--- config.mk ---
export PLATFORM = sky130hd
export DESIGN_NAME = genesis_pad_scanner_flat
export DESIGN_NICKNAME = d
export VERILOG_FILES = /design/src/rtl/genesis_pad_scanner_if.sv /design/src/rtl/genesis_pad_scanner.sv /design/src/flat_wrapper.sv
export SDC_FILE = /design/constraint.sdc
export NUM_CORES = 1
export LEC_CHECK = 0
export CORE_UTILIZATION = 35
export DETAILED_ROUTE_END_ITERATION = 8
export GPL_TIMING_DRIVEN = 0
export HOLD_SLACK_MARGIN = 0.02
export PLACE_DENSITY = 0.55
export SETUP_SLACK_MARGIN = 0.02
export SKIP_LAST_GASP = 1
export SLEW_MARGIN = 20
export SYNTH_ARGS = -nofsm -noshare
export SYNTH_HDL_FRONTEND = slang
export SYNTH_SLANG_ARGS = --single-unit
--- constraint.sdc ---
create_clock -name clock_50 -period 1.8 [get_ports clock_50]
set_input_delay 0.18 -clock clock_50 [delete_from_list [all_inputs] [get_ports clock_50]]
set_output_delay 0.18 -clock clock_50 [all_outputs]
set_load 0.03 [all_outputs]
--- src/rtl/genesis_pad_scanner_if.sv ---
`default_nettype none
// ============================================================================
//  Module   : genesis_pad_scanner_if
//  Purpose  : Bundles the pad-facing pins and the frame-coherent result bus
//             of the Genesis multi-port pad scanner.
//  Signals  : pad_pins     raw active-low pad pins, 6 per port
//             select       select line per port (all bits identical)
//             buttons      committed pressed buttons, 12 per port
//             pressed_edge newly pressed buttons, valid with frame_valid
//             present      pad detected on the last committed scan
//             six_button   pad identified as 6-button
//             frame_valid  one-cycle pulse when results update
//  Modports : master - the scanner (drives select and results)
//             slave  - the board/consumer side (drives pad_pins)
//  Revision : 1.0 - initial release
// ============================================================================
interface genesis_pad_scanner_if #(
  parameter int NUM_PADS = 2
);
  logic [6*NUM_PADS-1:0]  pad_pins;
  logic [NUM_PADS-1:0]    select;
  logic [12*NUM_PADS-1:0] buttons;
  logic [12*NUM_PADS-1:0] pressed_edge;
  logic [NUM_PADS-1:0]    present;
  logic [NUM_PADS-1:0]    six_button;
  logic                   frame_valid;

  modport master (
    input  pad_pins,
    output select, buttons, pressed_edge, present, six_button, frame_valid
  );

  modport slave (
    output pad_pins,
    input  select, buttons, pressed_edge, present, six_button, frame_valid
  );
endinterface
`default_nettype wire

--- src/rtl/genesis_pad_scanner.sv ---
`default_nettype none
// ============================================================================
//  Module   : genesis_pad_scanner
//  Purpose  : Once per video frame (falling edge of vga_vs) runs an 8-phase
//             select sequence shared by NUM_PADS Mega Drive/Genesis ports,
//             decodes 12 buttons per port, detects presence and 3/6-button
//             type, and publishes a frame-coherent snapshot plus press edges.
//  Ports    : clock_50 - system clock
//             reset    - asynchronous active-low reset
//             vga_vs   - vertical sync (asynchronous), falling edge = scan
//             bus      - genesis_pad_scanner_if.master (pins, select, results)
//  Revision : 1.0 - initial release
// ============================================================================
module genesis_pad_scanner #(
  parameter int NUM_PADS     = 2,
  parameter int PHASE_CYCLES = 1000
) (
  input  logic                  clock_50,
  input  logic                  reset,
  input  logic                  vga_vs,
  genesis_pad_scanner_if.master bus
);

  localparam int            CW     = $clog2(PHASE_CYCLES);
  localparam logic [CW-1:0] C_LAST = CW'(PHASE_CYCLES - 1);
  localparam logic [CW-1:0] C_ONE  = {{(CW-1){1'b0}}, 1'b1};

  localparam logic [3:0] S_P0   = 4'd0;
  localparam logic [3:0] S_P1   = 4'd1;
  localparam logic [3:0] S_P5   = 4'd5;
  localparam logic [3:0] S_P6   = 4'd6;
  localparam logic [3:0] S_P7   = 4'd7;
  localparam logic [3:0] S_IDLE = 4'd8;

  // --------------------------------------------------------------------------
  // Input synchronisers
  // --------------------------------------------------------------------------
  logic                  r_vs_s1, r_vs_s2, r_vs_prev;
  logic [6*NUM_PADS-1:0] r_pins_s1, r_pins_s2;

  always_ff @(posedge clock_50 or negedge reset) begin
    if (!reset) begin
      // vsync history resets low so a high vga_vs at release is not an edge
      r_vs_s1   <= 1'b0;
      r_vs_s2   <= 1'b0;
      r_vs_prev <= 1'b0;
      r_pins_s1 <= '1;
      r_pins_s2 <= '1;
    end else begin
      r_vs_s1   <= vga_vs;
      r_vs_s2   <= r_vs_s1;
      r_vs_prev <= r_vs_s2;
      r_pins_s1 <= bus.pad_pins;
      r_pins_s2 <= r_pins_s1;
    end
  end

  // --------------------------------------------------------------------------
  // Phase sequencer
  // --------------------------------------------------------------------------
  logic [3:0]          r_state;
  logic [CW-1:0]       r_cnt;
  logic [NUM_PADS-1:0] r_select;
  logic                r_fv;

  logic       w_vs_fall;
  logic       w_phase_end;
  logic       w_start;
  logic       w_commit;
  logic [3:0] w_state_nxt;
  logic       w_sel_nxt;

  assign w_vs_fall   = r_vs_prev & ~r_vs_s2;
  assign w_phase_end = (r_cnt == C_LAST);
  // Triggers are only honoured in IDLE; edges during a scan are dropped.
  assign w_start     = (r_state == S_IDLE) && w_vs_fall;
  assign w_commit    = (r_state == S_P7) && w_phase_end;

  always_comb begin
    w_state_nxt = r_state;
    if (w_start) begin
      w_state_nxt = S_P0;
    end else if (r_state != S_IDLE && w_phase_end) begin
      w_state_nxt = (r_state == S_P7) ? S_IDLE : r_state + 4'd1;
    end
  end

  // select is derived from the next state so it is aligned with the phase
  assign w_sel_nxt = (w_state_nxt == S_IDLE) || !w_state_nxt[0];

  always_ff @(posedge clock_50 or negedge reset) begin
    if (!reset) begin
      r_state  <= S_IDLE;
      r_cnt    <= '0;
      r_select <= '1;
      r_fv     <= 1'b0;
    end else begin
      r_state  <= w_state_nxt;
      r_select <= {NUM_PADS{w_sel_nxt}};
      r_fv     <= w_commit;
      if (r_state == S_IDLE || w_phase_end) begin
        r_cnt <= '0;
      end else begin
        r_cnt <= r_cnt + C_ONE;
      end
    end
  end

  assign bus.select      = r_select;
  assign bus.frame_valid = r_fv;

  // --------------------------------------------------------------------------
  // Per-port capture and commit
  // Button layout: {Up,Down,Left,Right,A,B,C,Start,X,Y,Z,Mode} = [11:0]
  // Pin layout   : {Pino9,Pino6,Pino4,Pino3,Pino2,Pino1}       = [5:0]
  // --------------------------------------------------------------------------
  generate
    for (genvar p = 0; p < NUM_PADS; p++) begin : g_pad
      logic [5:0]  w_pins;
      logic        w_p1, w_p2, w_p3, w_p4, w_p6, w_p9;
      logic [11:0] w_new;

      logic [11:0] r_sh_btn;
      logic        r_sh_present;
      logic        r_sh_six;
      logic [11:0] r_btn;
      logic [11:0] r_edge;
      logic        r_present;
      logic        r_six;

      assign w_pins = r_pins_s2[6*p +: 6];
      assign w_p1   = w_pins[0];
      assign w_p2   = w_pins[1];
      assign w_p3   = w_pins[2];
      assign w_p4   = w_pins[3];
      assign w_p6   = w_pins[4];
      assign w_p9   = w_pins[5];

      // Absent pads report nothing; 3-button pads never report X/Y/Z/Mode.
      always_comb begin
        w_new = '0;
        if (r_sh_present) begin
          w_new = r_sh_six ? r_sh_btn : {r_sh_btn[11:4], 4'b0000};
        end
      end

      always_ff @(posedge clock_50 or negedge reset) begin
        if (!reset) begin
          r_sh_btn     <= '0;
          r_sh_present <= 1'b0;
          r_sh_six     <= 1'b0;
          r_btn        <= '0;
          r_edge       <= '0;
          r_present    <= 1'b0;
          r_six        <= 1'b0;
        end else begin
          if (w_start) begin
            r_sh_btn     <= '0;
            r_sh_present <= 1'b0;
            r_sh_six     <= 1'b0;
          end else if (w_phase_end) begin
            case (r_state)
              S_P0: begin
                r_sh_btn[11] <= ~w_p1;
                r_sh_btn[10] <= ~w_p2;
                r_sh_btn[9]  <= ~w_p3;
                r_sh_btn[8]  <= ~w_p4;
                r_sh_btn[6]  <= ~w_p6;
                r_sh_btn[5]  <= ~w_p9;
              end
              S_P1: begin
                // A pad grounds Pino3/Pino4 while select is low
                r_sh_present <= ~w_p3 & ~w_p4;
                r_sh_btn[7]  <= ~w_p6;
                r_sh_btn[4]  <= ~w_p9;
              end
              S_P5: begin
                // Third low pulse: a 6-button pad grounds Pino1..Pino4
                r_sh_six <= ~(w_p1 | w_p2 | w_p3 | w_p4);
              end
              S_P6: begin
                if (r_sh_six) begin
                  r_sh_btn[1] <= ~w_p1;
                  r_sh_btn[2] <= ~w_p2;
                  r_sh_btn[3] <= ~w_p3;
                  r_sh_btn[0] <= ~w_p4;
                end
              end
              default: begin
              end
            endcase
          end

          if (w_commit) begin
            r_btn     <= w_new;
            r_edge    <= w_new & ~r_btn;
            r_present <= r_sh_present;
            r_six     <= r_sh_present & r_sh_six;
          end else begin
            r_edge    <= '0;
          end
        end
      end

      assign bus.buttons[12*p +: 12]      = r_btn;
      assign bus.pressed_edge[12*p +: 12] = r_edge;
      assign bus.present[p]               = r_present;
      assign bus.six_button[p]            = r_six;
    end
  endgenerate

endmodule
`default_nettype wire

--- src/flat_wrapper.sv ---
// flat-port wrapper written by rule: the top's interface ports become plain ports
module genesis_pad_scanner_flat 
#(
  parameter int NUM_PADS     = 2,
  parameter int PHASE_CYCLES = 1000
)
  (clock_50, reset, vga_vs, bus_pad_pins, bus_select, bus_buttons, bus_pressed_edge, bus_present, bus_six_button, bus_frame_valid);
  genesis_pad_scanner_if #(.NUM_PADS(NUM_PADS)) bus_i ();
  input  logic clock_50;
  input  logic reset;
  input  logic vga_vs;
  input wire logic [$bits(bus_i.pad_pins)-1:0] bus_pad_pins;
  output wire logic [$bits(bus_i.select)-1:0] bus_select;
  output wire logic [$bits(bus_i.buttons)-1:0] bus_buttons;
  output wire logic [$bits(bus_i.pressed_edge)-1:0] bus_pressed_edge;
  output wire logic [$bits(bus_i.present)-1:0] bus_present;
  output wire logic [$bits(bus_i.six_button)-1:0] bus_six_button;
  output wire logic [$bits(bus_i.frame_valid)-1:0] bus_frame_valid;
  assign bus_i.pad_pins = bus_pad_pins;
  assign bus_select = bus_i.select;
  assign bus_buttons = bus_i.buttons;
  assign bus_pressed_edge = bus_i.pressed_edge;
  assign bus_present = bus_i.present;
  assign bus_six_button = bus_i.six_button;
  assign bus_frame_valid = bus_i.frame_valid;
  genesis_pad_scanner #(.NUM_PADS(NUM_PADS), .PHASE_CYCLES(PHASE_CYCLES)) u_core (.clock_50(clock_50), .reset(reset), .vga_vs(vga_vs), .bus(bus_i));
endmodule
Yosys cells after proc, flatten, opt, wreduce, memory -nomap -nowiden --
Cells that the tools add are included.
Word-level totals: flip-flop bits (word level) 123, bits in latches 0, bits in writable memories 0, memory bits (read-only) 0, input port bits 15, output and inout bits 55, logic and storage cells 124, memories 0
Cells by class: add/subtract/negate cells 2, multiply operators 0, div/mod/pow operators 0, order comparisons 0, equality and inequality tests 8, shift operators 0, mux-type cells 38, bitwise gates (word level) 30, reduce and logical (&&, ||, !) cells 19
Operators by type and width (number):
- $mux W12 | 8
- $mux W4 | 11
- $and A12 B12 Y12 | 2
- $not A12 Y12 | 2
- $mux W1 | 16
- $not A1 Y1 | 15
- $reduce_bool A2 Y1 | 7
- $eq A4 B3 Y1 const B | 3
- $add A10 B1 Y10 const B | 1
- $eq A10 B10 Y1 const B | 1
- $mux W10 | 1
- $eq A4 B4 Y1 const B | 2
- $or A1 B1 Y1 | 6
- $reduce_and A2 Y1 | 3
- $reduce_and A3 Y1 | 2
- $and A1 B1 Y1 | 5
- $add A4 B1 Y4 const B | 1
- $eq A4 B1 Y1 const B | 1
- $logic_not A4 Y1 | 1
- $mux W2 | 2
- $ne A4 B4 Y1 const B | 1
- $logic_and A1 B1 Y1 | 3
- $logic_or A1 B1 Y1 | 2
- $logic_not A1 Y1 | 1

Logic depth before layout (Yosys ltp) --
Gate-level depths: netlist of the first run.
word-level depth 7, gate-level depth with buffers 7, depth with buffers taken out 6

Least setup slack after synthesis of the first run --
Ideal clock, no wire load.
path type register -> register, from register u_core.r_state[1], to register u_core.g_pad[0].r_sh_btn[4], setup time 132 ps, arrival 1638 ps, required time 1668 ps, slack 30 ps, cell stages (with the launch flop) 7, path buffers 0, period minus slack after synthesis 1770 ps, cell sequence dfrtp_1 > inv_1 > ha_1 > or3b_1 > nor4_4 > mux2i_1 > nor2_1
On the way: cells in the longest elaborated chain, start to end 4, elaborated cells on any way between the ends 7, classes of those cells eq/ne (2); mux (1); reduce/logical (4)
Ends and longest elaborated chain:
- from (decl) | line genesis_pad_scanner.sv:61 | logic [3:0] r_state;
- from (signal assigned) | line genesis_pad_scanner.sv:98 | r_state <= w_state_nxt;
- $eq A4 B4 Y1 | line genesis_pad_scanner.sv:76 | assign w_start = (r_state == S_IDLE) && w_vs_fall;
- $logic_and A1 B1 Y1 | line genesis_pad_scanner.sv:76
- $reduce_bool A2 Y1 (no line)
- $reduce_and A2 Y1 (no line)
- to (signal assigned) | line genesis_pad_scanner.sv:175 | r_sh_btn[4] <= ~w_p9;
- to (decl) | line genesis_pad_scanner.sv:123 | logic [11:0] r_sh_btn;
Several ways; a longest one is shown, not always the timed one. A chain may end at the register's enable or synchronous reset.

Final worst setup path of the first run --
from register u_core.r_state[1], to register u_core.g_pad[1].r_edge[2]
On the way: cells in the longest elaborated chain, start to end 3
Ends and longest elaborated chain:
- $eq A4 B3 Y1 | line genesis_pad_scanner.sv:77 | assign w_commit = (r_state == S_P7) && w_phase_end;
- $logic_and A1 B1 Y1 | line genesis_pad_scanner.sv:77
- net u_core.w_commit | line genesis_pad_scanner.sv:69 | logic w_commit;
- $mux W12 | line genesis_pad_scanner.sv:194 | if (w_commit) begin
- to (signal assigned) | line genesis_pad_scanner.sv:196 | r_edge <= w_new & ~r_btn;
- to (decl) | line genesis_pad_scanner.sv:127 | logic [11:0] r_edge;
The timed path passes the listed nets, and every way through them passes these cells.

==> metrics.txt, run 1 <==
synthesized area per cell=roughly 13 um^2; post-synth top area cell=dfrtp_1; Die Ht=roughly 120 um; VDD IR-drop max=0.5852 mV; Cell Chain, Critical Path=buf_6 -> ha_4 -> nand3b_1 -> nor4_4 -> buf_6 -> nand3_4 -> nor3b_2; adder-cell area share of the yosys netlist=0.01247; Fmax=556.2 MHz; CP max stage cell=nor4_4; post-DP HPWL=roughly 7.2 mm; io pins=70; clk buf depth=2; Max-cap violations=0; Slew Viols, Final=0; Tot GR Track Use=0.1615; DRT antenna net count=0; layout cell share with drive strength beyond 1=0.3039; commonest non-fill, non-tap cell in the layout=dfrtp_1; final wirelength=~11 mm; Post-Synth Simple-Gate Area=0.2237; FP Rows=43; Clock Skew=between 0.006 and 0.007 ns; Worst path max stage delay=~0.42 ns; vias in the first global route=3373; first-pass GRT wire length=roughly 18 mm; top cells by area, synth=dfrtp_1 48%, dfstp_2 14%, nor3b_2 5.5%; antenna cell count=0; dpl cells=648; Syn Std Cell Area=~0.0050 mm^2; TritonCTS Buffers=17; Min-Delay Endpoint=u_core.r_pins_s1[3]; Hold Path Depth=1; hold crit path type=in -> reg; Final setup viols=0; main combinational cell family by area after synthesis=simple AND/OR/NAND/NOR gates; clk_lat worst skew=0.42 ns; gr ovfl total=0; RSZ-0062 raised after global routing=yes; Synth Area in XOR/XNOR=0.01048; complex-gate fraction of the synthesized area=0.08281; DR pass1 iterations=4; WL per Instance=15.51 um; R2R depth=7; CP Data Arrival Time=~2.1 ns; Die X-Extent=121.7 um; ys async rst share=1.000; initial drt markers=between 100 and 150; commonest cells after routing, fill and taps aside=93 x dfrtp_1, 66 x clkdlybuf4s50_1, 31 x nor2_1, 31 x buf_4, 26 x dfstp_2; GPL Wtd Cong=between 0.8 and 0.9; #FFs+latches synth=roughly 120; post-route insts no fill=713; PD cells=just over 900 mW/mm^2; initial antenna violation count=0; DRC viols=0; final core area utilization=0.5041; Worst R2R Start=u_core.r_state[1]; Max-slew headroom=0.6139; CTS tree=built; final net count=540; reg2reg end=u_core.g_pad[1].r_edge[2]; synth-to-layout area growth=40.03%; TritonCTS Sinks=123; Final period util=0.9988; HP Start=bus_pad_pins[3]; Syn Nets=approximately 420; WP data required=~2.1 ns; Critical Path Fanout Max=5; Via density=approximately 4.8; clk slew on worst S/H paths=approximately 0.050 ns; ys flop type=dfrtp_1; sequential share of the synthesized area=0.6201; CTS root buf=clkbuf_16; Final min period=~1.8 ns; Pleak=between 3 and 4 nW; Worst Setup Start Kind=flip-flop; r2r setup slk=0.002 ns; Port Buffers=between 60 and 70; share of Yosys cell area claimed by the top area cell type=0.4839; CP top delay family=simple AND/OR/NAND/NOR gates; Tightest Pin Transition=0.5744 ns; synthesis warning total=0; H-tree Lvls=4; most frequent cell on the critical path=buf_6; Core Region=0.01393 mm^2; Critical Path Sink Type=flip-flop; Starting Density=0.3600; EDFF count, synth=0; Netlist cell types=between 40 and 50; Gate Count Post-Synth=around 400; status=finished, final reports clean; multiplexer area fraction after synthesis=0.01621; via count=approximately 3400; Pwr Total=roughly 0.0064 W; CP bufs+invs=2; Final Hold Viols=0; largest net degree at the start of global routing=77; Crit Path Class=reg -> reg; die area=roughly 0.015 mm^2
==> sequential cells by signal, summed over array words and instances, names as in the netlist <==
| name | count |
|---|---|
| u_core.g_pad.r_edge | 24 |
| u_core.bus.frame_valid | 1 |
| u_core.g_pad.r_sh_btn | 24 |
| u_core.g_pad.r_sh_six | 2 |
| u_core.r_vs_prev | 1 |
| u_core.g_pad.r_sh_present | 2 |
| u_core.bus.select | 1 |
| u_core.g_pad.r_present | 2 |
| u_core.r_pins_s1 | 12 |
| u_core.r_state | 4 |
| u_core.g_pad.r_six | 2 |
| u_core.r_vs_s2 | 1 |
| u_core.g_pad.r_btn | 24 |
| u_core.r_pins_s2 | 12 |
| u_core.r_vs_s1 | 1 |
| u_core.r_cnt | 10 |
==> metrics by stage <==
step / setup TNS [ns] / hold WS [ns] / worst slack, ns / instance area (um^2)
CTS: -0.2395 / 0.1419 / -0.04854 / 6797
floorplan: 0 / -0.1156 / 0.02963 / 5016
finish: 0 / 0.1646 / 0.002136 / 7024
detailed placement: -27.30 / 0.1484 / -0.4484 / 5961
global placement: -497.85 / 0.3372 / -4.152 / 5932
global route: -2.136 / 0.1482 / -0.07746 / 7024
==> cells in the mapped netlist, types with 12 or more instances <==
cell      number
dfstp_2       26
nand3_1       26
inv_1         12
clkbuf_1      12
a21o_1        25
o31ai_1       12
nor2_1        31
dfrtp_1       97
nor3b_2       22
nand3b_1      12
and3_1        18
nand2_1       16
o21ai_0       15
==> metal layers <==
metal,part of all wire,GRT usage,vias to the layer above
met1,0.45,0.2099,1692
met4,0.017,0.06944,0
met2,0.49,0.2482,71
li1,-,-,1644
met3,0.043,0.05056,16
met5,0,0,-
==> logic make-up after synthesis <==
kind of cell / count (synthesis)
xor gates and xnor gates: 6
buffers and inverters: 36
DFF: 123
AOI/OAI and AO/OA: 63
adders and majority gates: 5
muxes: 8
and+or+nand+nor: 157
==> repair_timing <==
item                                   4_1_cts  5_1_grt
resized for setup                           30       40
gates cloned                                 1        4
pin swaps                                    6        7
buffers inserted                            15       12
hold buffers                                 1        0
endpoints found under the hold margin       44        0
setup endpoints to repair                   87       84
==> where the power goes <==
part	leakage [nW]	switching [W]	internal (W)
Clock	0.297	0.00114	0.00231
Combinational	1.32	0.0000594	0.0000397
Sequential	1.60	0.0000239	0.00282
==> cell type report <==
class                           count  area [um^2]
Sequential cell                   123         3115
Timing Repair Buffer              102        982.2
Clock buffer                       25        495.5
Inverter                           12        45.04
Multi-Input combinational cell    240         1861
Clock inverter                      7        112.6
Buffer                             24        187.7
Fill cell                        1214         6910
Tap cell                          180        225.2
==> how the worst max path moves through the flow <==
stage                                 start                      endpoint  slack [ns]  cells after the start
after global routing      u_core.r_state[1]     u_core.g_pad[0].r_edge[0]       -0.08                      7
after detailed placement  u_core.r_state[3]  u_core.g_pad[1].r_sh_btn[10]       -0.45                      5
after global placement                reset        u_core.bus.frame_valid       -4.15                      1
after floorplan           u_core.r_state[1]   u_core.g_pad[0].r_sh_btn[4]        0.03                      6
after CTS                 u_core.r_state[1]  u_core.g_pad[0].r_sh_present       -0.05                      7
final                     u_core.r_state[1]     u_core.g_pad[1].r_edge[2]       0.002                      7
Note: power is estimated with default switching activity, not from simulation.
==> run 2: changes to the inputs <==
--- a/config.mk
+++ b/config.mk
@@ -12,7 +12,6 @@
 export PLACE_DENSITY = 0.55
 export SETUP_SLACK_MARGIN = 0.02
 export SKIP_LAST_GASP = 1
-export SLEW_MARGIN = 20
 export SYNTH_ARGS = -nofsm -noshare
 export SYNTH_HDL_FRONTEND = slang
 export SYNTH_SLANG_ARGS = --single-unit
==> results of run 2 <==
Final layout, timing and power as in run 1 (identical DEF).
==> run 3: changes to the inputs <==
--- a/config.mk
+++ b/config.mk
@@ -12,6 +12,7 @@
 export PLACE_DENSITY = 0.55
 export SETUP_SLACK_MARGIN = 0.02
 export SKIP_LAST_GASP = 1
+export SLEW_MARGIN = 20
 export SYNTH_ARGS = -nofsm -noshare
 export SYNTH_HDL_FRONTEND = slang
 export SYNTH_SLANG_ARGS = --single-unit
==> results of run 3 <==
Final layout, timing and power as in run 1 (identical DEF).
